### src/rtl/sirv_asyncrst_regvec_ctl.sv
// Parametrised control/status register vector: byte-strobed atomic software
// writes, sticky hardware set, lock-until-reset, and change/error pulses.
module sirv_asyncrst_regvec_ctl #(
  parameter int unsigned   DW       = 32,
  parameter logic [DW-1:0] RST_VAL  = {DW{1'b0}},
  parameter int unsigned   SBW      = (DW + 7) / 8,
  parameter bit            LOCKABLE = 1'b1
) (
  input  logic           clk,
  input  logic           rst_n,
  input  logic           wr_en,
  input  logic [1:0]     wr_mode,
  input  logic [DW-1:0]  wr_data,
  input  logic [SBW-1:0] wr_strb,
  input  logic [DW-1:0]  hw_set,
  input  logic           lock_req,
  output logic [DW-1:0]  q,
  output logic           q_chg,
  output logic           locked,
  output logic           wr_err
);

  localparam logic [1:0] MODE_WRITE  = 2'b00;
  localparam logic [1:0] MODE_SET    = 2'b01;
  localparam logic [1:0] MODE_CLEAR  = 2'b10;
  localparam logic [1:0] MODE_TOGGLE = 2'b11;

  logic [DW-1:0] bit_en_s;
  logic [DW-1:0] op_s;
  logic [DW-1:0] sw_s;
  logic [DW-1:0] q_nxt_s;
  logic          wr_ok_s;
  logic          lock_nxt_s;

  logic [DW-1:0] q_r;
  logic          locked_r;
  logic          q_chg_r;
  logic          wr_err_r;

  // Expand byte strobes to a per-bit enable; the top strobe covers any partial byte.
  genvar g;
  generate
    for (g = 0; g < DW; g++) begin : g_strb
      assign bit_en_s[g] = wr_strb[g / 8];
    end
  endgenerate

  // Atomic-mode operand computed against the current register value.
  always_comb begin
    op_s = q_r;
    case (wr_mode)
      MODE_WRITE:  op_s = wr_data;
      MODE_SET:    op_s = q_r | wr_data;
      MODE_CLEAR:  op_s = q_r & ~wr_data;
      MODE_TOGGLE: op_s = q_r ^ wr_data;
      default:     op_s = q_r;
    endcase
  end

  assign wr_ok_s = wr_en & ~locked_r;

  // Merge the operand into strobed bits only; a rejected write leaves q untouched.
  always_comb begin
    sw_s = q_r;
    if (wr_ok_s) begin
      sw_s = (op_s & bit_en_s) | (q_r & ~bit_en_s);
    end else begin
      sw_s = q_r;
    end
  end

  // Hardware set wins over any same-cycle software clear and ignores the lock.
  assign q_nxt_s    = sw_s | hw_set;
  assign lock_nxt_s = LOCKABLE ? (locked_r | lock_req) : 1'b0;

  // Register state and the registered status pulses.
  always_ff @(posedge clk or negedge rst_n) begin
    if (!rst_n) begin
      q_r      <= RST_VAL;
      locked_r <= 1'b0;
      q_chg_r  <= 1'b0;
      wr_err_r <= 1'b0;
    end else begin
      q_r      <= q_nxt_s;
      locked_r <= lock_nxt_s;
      q_chg_r  <= (q_nxt_s != q_r);
      wr_err_r <= wr_en & locked_r;
    end
  end

  assign q      = q_r;
  assign locked = locked_r;
  assign q_chg  = q_chg_r;
  assign wr_err = wr_err_r;

endmodule

### config.mk
export PLATFORM = sky130hd
export DESIGN_NAME = sirv_asyncrst_regvec_ctl
export DESIGN_NICKNAME = d
export VERILOG_FILES = /design/src/rtl/sirv_asyncrst_regvec_ctl.sv
export SDC_FILE = /design/constraint.sdc
export NUM_CORES = 1
export LEC_CHECK = 0
export CORE_MARGIN = 8
export CORE_UTILIZATION = 44
export CTS_BUF_LIST = sky130_fd_sc_hd__clkbuf_16
export CTS_CLUSTER_DIAMETER = 40
export DETAILED_ROUTE_END_ITERATION = 10
export GPL_TIMING_DRIVEN = 1
export MAX_ROUTING_LAYER = met4
export PLACE_DENSITY = 0.79
export SLEW_MARGIN = 20
export SYNTH_ARGS = -nofsm -noshare
export SYNTH_HDL_FRONTEND = slang
export SYNTH_SLANG_ARGS = --single-unit
### constraint.sdc
create_clock -name clk -period 7.08 [get_ports clk]
set_input_delay 1.062 -clock clk [delete_from_list [all_inputs] [get_ports clk]]
set_output_delay 1.062 -clock clk [all_outputs]
set_load 0.02 [all_outputs]
## Word level (Yosys, flattened, before mapping)

Index checks and enable logic that the tools add are counted.

| storage, ports and cells | value |
|---|---|
| bits in registers | 35 |
| bits of input ports | 74 |
| output and inout port bits | 35 |
| logic and storage cells | 24 |

| operators by class | value |
|---|---|
| equal/unequal tests | 4 |
| multiplexer cells | 2 |
| bitwise gates (word level) | 13 |
| reductions and logical operators | 1 |

Operators with widths:

| cell | number |
|---|---|
| $pmux 32 s4 | 1 |
| $and 32x32->32 | 3 |
| $or 32x32->32 | 3 |
| $not 32->32 | 2 |
| $mux 32 | 1 |
| $ne 32x32->1 | 1 |
| $xor 32x32->32 | 1 |
| $eq 2x2->1 const B | 2 |
| $and 1x1->1 | 2 |
| $eq 2x1->1 const B | 1 |
| $logic_not 2->1 | 1 |
| $not 1->1 | 1 |
| $or 1x1->1 | 1 |

## Depth between registers and ports, before layout

| logic depth | value |
|---|---|
| depth after elaboration | 8 |
| gate-level depth with buffers | 12 |

## Worst setup path before layout

Ideal clock, no wire load.

| timing | value |
|---|---|
| path type | input to register |
| start | input port wr_data[6] |
| end | register q_chg_r (netlist: q_chg) |
| library setup time | 139 ps |
| arrival time | 3483 ps |
| required time | 6941 ps |
| slack | 3459 ps |
| stages on the path | 8 |
| cell sequence | inv_1 ha_1 mux4_1 a21oi_1 a2bb2o_1 or4_1 or4_1 or4_1 |

| on the way | value |
|---|---|
| word-level cells in the longest chain between the ends | 8 |
| elaborated cells on any way between the ends | 10 |
| those cells by class | eq/ne: 1; mux: 2; bitwise: 7 |

Ends and longest elaborated chain:

| what | line | RTL |
|---|---|---|
| start, declared | 13 | `input logic [DW-1:0] wr_data,` |
| $not 32->32 | 54 | `MODE_CLEAR: op_s = q_r & ~wr_data;` |
| $and 32x32->32 | 54 |  |
| $pmux 32 s4 * | 51 | `case (wr_mode)` |
| $and 32x32->32 * | 66 | `sw_s = (op_s & bit_en_s) \| (q_r & ~bit_en_s);` |
| $or 32x32->32 * | 66 |  |
| $mux 32 * | 65 | `if (wr_ok_s) begin` |
| $or 32x32->32 * | 73 | `assign q_nxt_s = sw_s \| hw_set;` |
| $ne 32x32->1 * | 86 | `q_chg_r <= (q_nxt_s != q_r);` |
| end signal, assigned | 86 |  |
| end, declared | 37 | `logic q_chg_r;` |

Mark *: on every way between the ends. The rest lies on a longest branch, timed or not.

## Worst setup path after layout

| timing | value |
|---|---|
| start | input port wr_mode[0] |
| end | register q_chg_r (netlist: q_chg) |

| on the way | value |
|---|---|
| word-level cells in the longest chain between the ends | 7 |
| elaborated cells on any way between the ends | 10 |
| those cells by class | eq/ne: 4; mux: 2; bitwise: 3; reduce/logical: 1 |

Ends and longest elaborated chain:

| what | line | RTL |
|---|---|---|
| start, declared | 12 | `input logic [1:0] wr_mode,` |
| $eq 2x2->1, or another cell as far along | 51 |  |
| $pmux 32 s4 * | 51 |  |
| $and 32x32->32 * | 66 |  |
| $or 32x32->32 * | 66 |  |
| $mux 32 * | 65 |  |
| $or 32x32->32 * | 73 |  |
| $ne 32x32->1 * | 86 |  |

Marked as above.

==> reports/metrics.yaml <==
wl_met3_um: 762
vias: 3871
diodes: 0
p_comb_share_pct: 23.0
skew_ns: 0.00684
sw_frac_of_total_pct: 25.0
maxCapViolCount: 0
m1WireLength_mm: 5.25
leakage_uw: 0.00253
avgSynthCellArea_um2: 8.93
cp_max_fo: 40
die_area_um2: 12400
syn2layout_area_growth_pct: 31.4
slew_viol_final: 0
dp_hpwl_mm: 9.32
grt_max_degree: 57
root_buffer: "clkbuf_16"
synth_cell_types: 51
finalSetupViolations: 0
start_util_pct: 45.6
mostFrequentLayoutCells: "clkdlybuf4s50_1, inv_1, ha_1"
synth_cells: 447
required_ns: 7.23
coreArea_um2: 8760
synth_area_um2: 3990
antenna_found_initial: 0
end_kind: "flop"
layout_commonest_cell: "clkdlybuf4s50_1"
rsz0062_at_grt: "no"
port_buffers: 108
status: "complete, no violations"
viasPerCell: 5.94
synth_ff_type: "dfrtp_1"
max-slew-margin-rel_pct: 42.1
hold_buffers: 0
numClockSinks: 35
insertion_delay_ns: 0.28
synth_fp_nets: 585
post-cts-setup-buffers: 0
dr_wl_met2_mm: 5.76
die_width_um: 111
max_slew.worst_pin.slew_ns: 0.868
drt_iter0_markers: 204
nNetsFinal: 681
p_switching_uw: 145
ys_seq_area_share_pct: 21.9
finalHoldViolCount: 0
ys_seq_elements: 35
grt_pass1_vias: 4037
synth_warnings: 0
firstDrtPassIters: 4
p_per_area_nw_per_um2: 111
post_cts_resized: 0
numCtsBuffers: 5
min_period_over_period_pct: 60.7
gp_congestion: 0.925
detail_route.wirelength_mm: 12.0
min_path_type: "flop to flop"
dr.max_layer_used: "met4"
power.share.clock_pct: 42.6
fp.dieH_um: 111
p_int_uw: 437
synth-async-reset-ratio_pct: 100
gr-total-overflow: 0
critPathMaxStageDelay_ns: 0.66
grt_pass1_wl_mm: 19.3
cts.path.max_buffers: 2
startpoint_type: "primary input"
cts_max_level: 2
io_pins: 109
grt_usage_pct: 19.0
timing.fmax_ghz: 0.233
wl_per_cell_um: 18.3
ir_worst_vdd_mv: 0.0934
power_frac_seq_pct: 34.4
drtAntennaViolNets: 0
worstPathCellList: "buf_2, buf_4, mux4_1, a21oi_1, o22ai_1, or4_1, or4_1, or4_1"
critPathArrivalTime_ns: 4.45
path_clk_slew_ns: 0.06
path_class: "primary input to flop"
crit_top_cell: "or4_1"
place_ws_ns: 2.52
rows: 34
synth_edf_count: 0
finalWorstSetupSlack_ns: 2.78
cp_slowest_cell: "mux4_1"
drc: 0
tritoncts: "done"
tns_ns: 0
period_minus_slack_ns: 4.30
drive_above_1_share_pct: 5.88
[cells in the mapped netlist, drive strengths merged, types with 3 or more instances]
| cell type | count | area [um2] |
|---|---|---|
| buf | 13 | 97.6 |
| nor3 | 11 | 55.1 |
| a21o | 4 | 30.0 |
| nor4 | 14 | 87.6 |
| nor2 | 20 | 75.1 |
| mux2 | 5 | 56.3 |
| mux2i | 15 | 150 |
| clkbuf | 8 | 30.0 |
| ha | 64 | 801 |
| nand2 | 12 | 45.0 |
| o22ai | 12 | 75.1 |
| a32oi | 3 | 26.3 |
| a2111oi | 5 | 50.0 |
| o211ai | 4 | 30.0 |
| or4 | 5 | 37.5 |
| nand2b | 7 | 43.8 |
| a21oi | 20 | 100 |
| nand3b | 6 | 45.0 |
| o21ai | 35 | 175 |
| dfrtp | 35 | 876 |
| nor2b | 3 | 18.8 |
| mux4 | 18 | 432 |
| and3b | 7 | 61.3 |
| or3 | 3 | 18.8 |
| inv | 89 | 334 |
[path summary, 6_finish.rpt]
kind / start / endpoint / slack, ns / cells past startpoint
hold reg to reg: q[10] / q[10] / 0.57 / 2
setup reg to reg: q[29] / q_chg / 3.88 / 8
setup / recovery: wr_mode[0] / q_chg / 2.78 / 8
max in group asynchronous: rst_n / q[6] / 5.63 / 1
min in group asynchronous: rst_n / q[0] / 0.90 / 1
hold / removal: q[10] / q[10] / 0.57 / 2
[sequential cells by signal, indices dropped and copies added (netlist names)]
signal / flops
locked: 1
wr_err: 1
q: 32
q_chg: 1
[critical path: cells and delay by family]
kind,cells,cell delay (ns)
and+or+nand+nor,3,1.41
muxes,1,0.66
buffers and inverters,2,0.95
AOI/OAI and AO/OA,2,0.33
[per-stage QoR]
stage | hold slack (ns) | instance area [um2] | total power, uW | cells | util, %
floorplan | 0.634 | 3990 | 275 | 447 | -
global placement | 0.546 | 5080 | 331 | 644 | 58.0
detailed placement | 0.558 | 5080 | 337 | 644 | 58.0
CTS | 0.575 | 5250 | 583 | 652 | 59.9
global route | 0.604 | 5250 | 604 | 652 | 59.9
finish | 0.571 | 5250 | 582 | 652 | 59.9
[logic make-up (layout without fill, tap and decap cells)]
| logic type | after synthesis | after routing | synth area share, % |
|---|---|---|---|
| buffers and inverters | 110 | 207 | 11.6 |
| AOI/OAI and AO/OA | 103 | 103 | 16.7 |
| and+or+nand+nor | 97 | 97 | 13.8 |
| adders and majority gates | 64 | 64 | 20.1 |
| muxes | 38 | 38 | 16.0 |
| DFF | 35 | 35 | 21.9 |
[cell type report]
cell class	count	area, um2
fill	772	3520
timing repair buffer	110	1080
tap	108	135
sequential	35	876
clock buffer	5	125
inverter	89	334
clock inverter	3	38.8
multi-input combinational	302	2660
[routing by layer]
layer  up-vias  GRT usage (%)
met1      1875           22.4
met4         0           4.98
met5         -              -
met3        21           3.57
met2       179           32.2
li1       1796              -
[power groups by stage]
stage,logic (uW),clock network (uW),registers (uW)
floorplan,70.0,0,205
global placement,126,0,204
detailed placement,133,0,204
CTS,134,249,201
global route,146,258,200
finish,134,248,201
(Power assumes the default switching activity.)
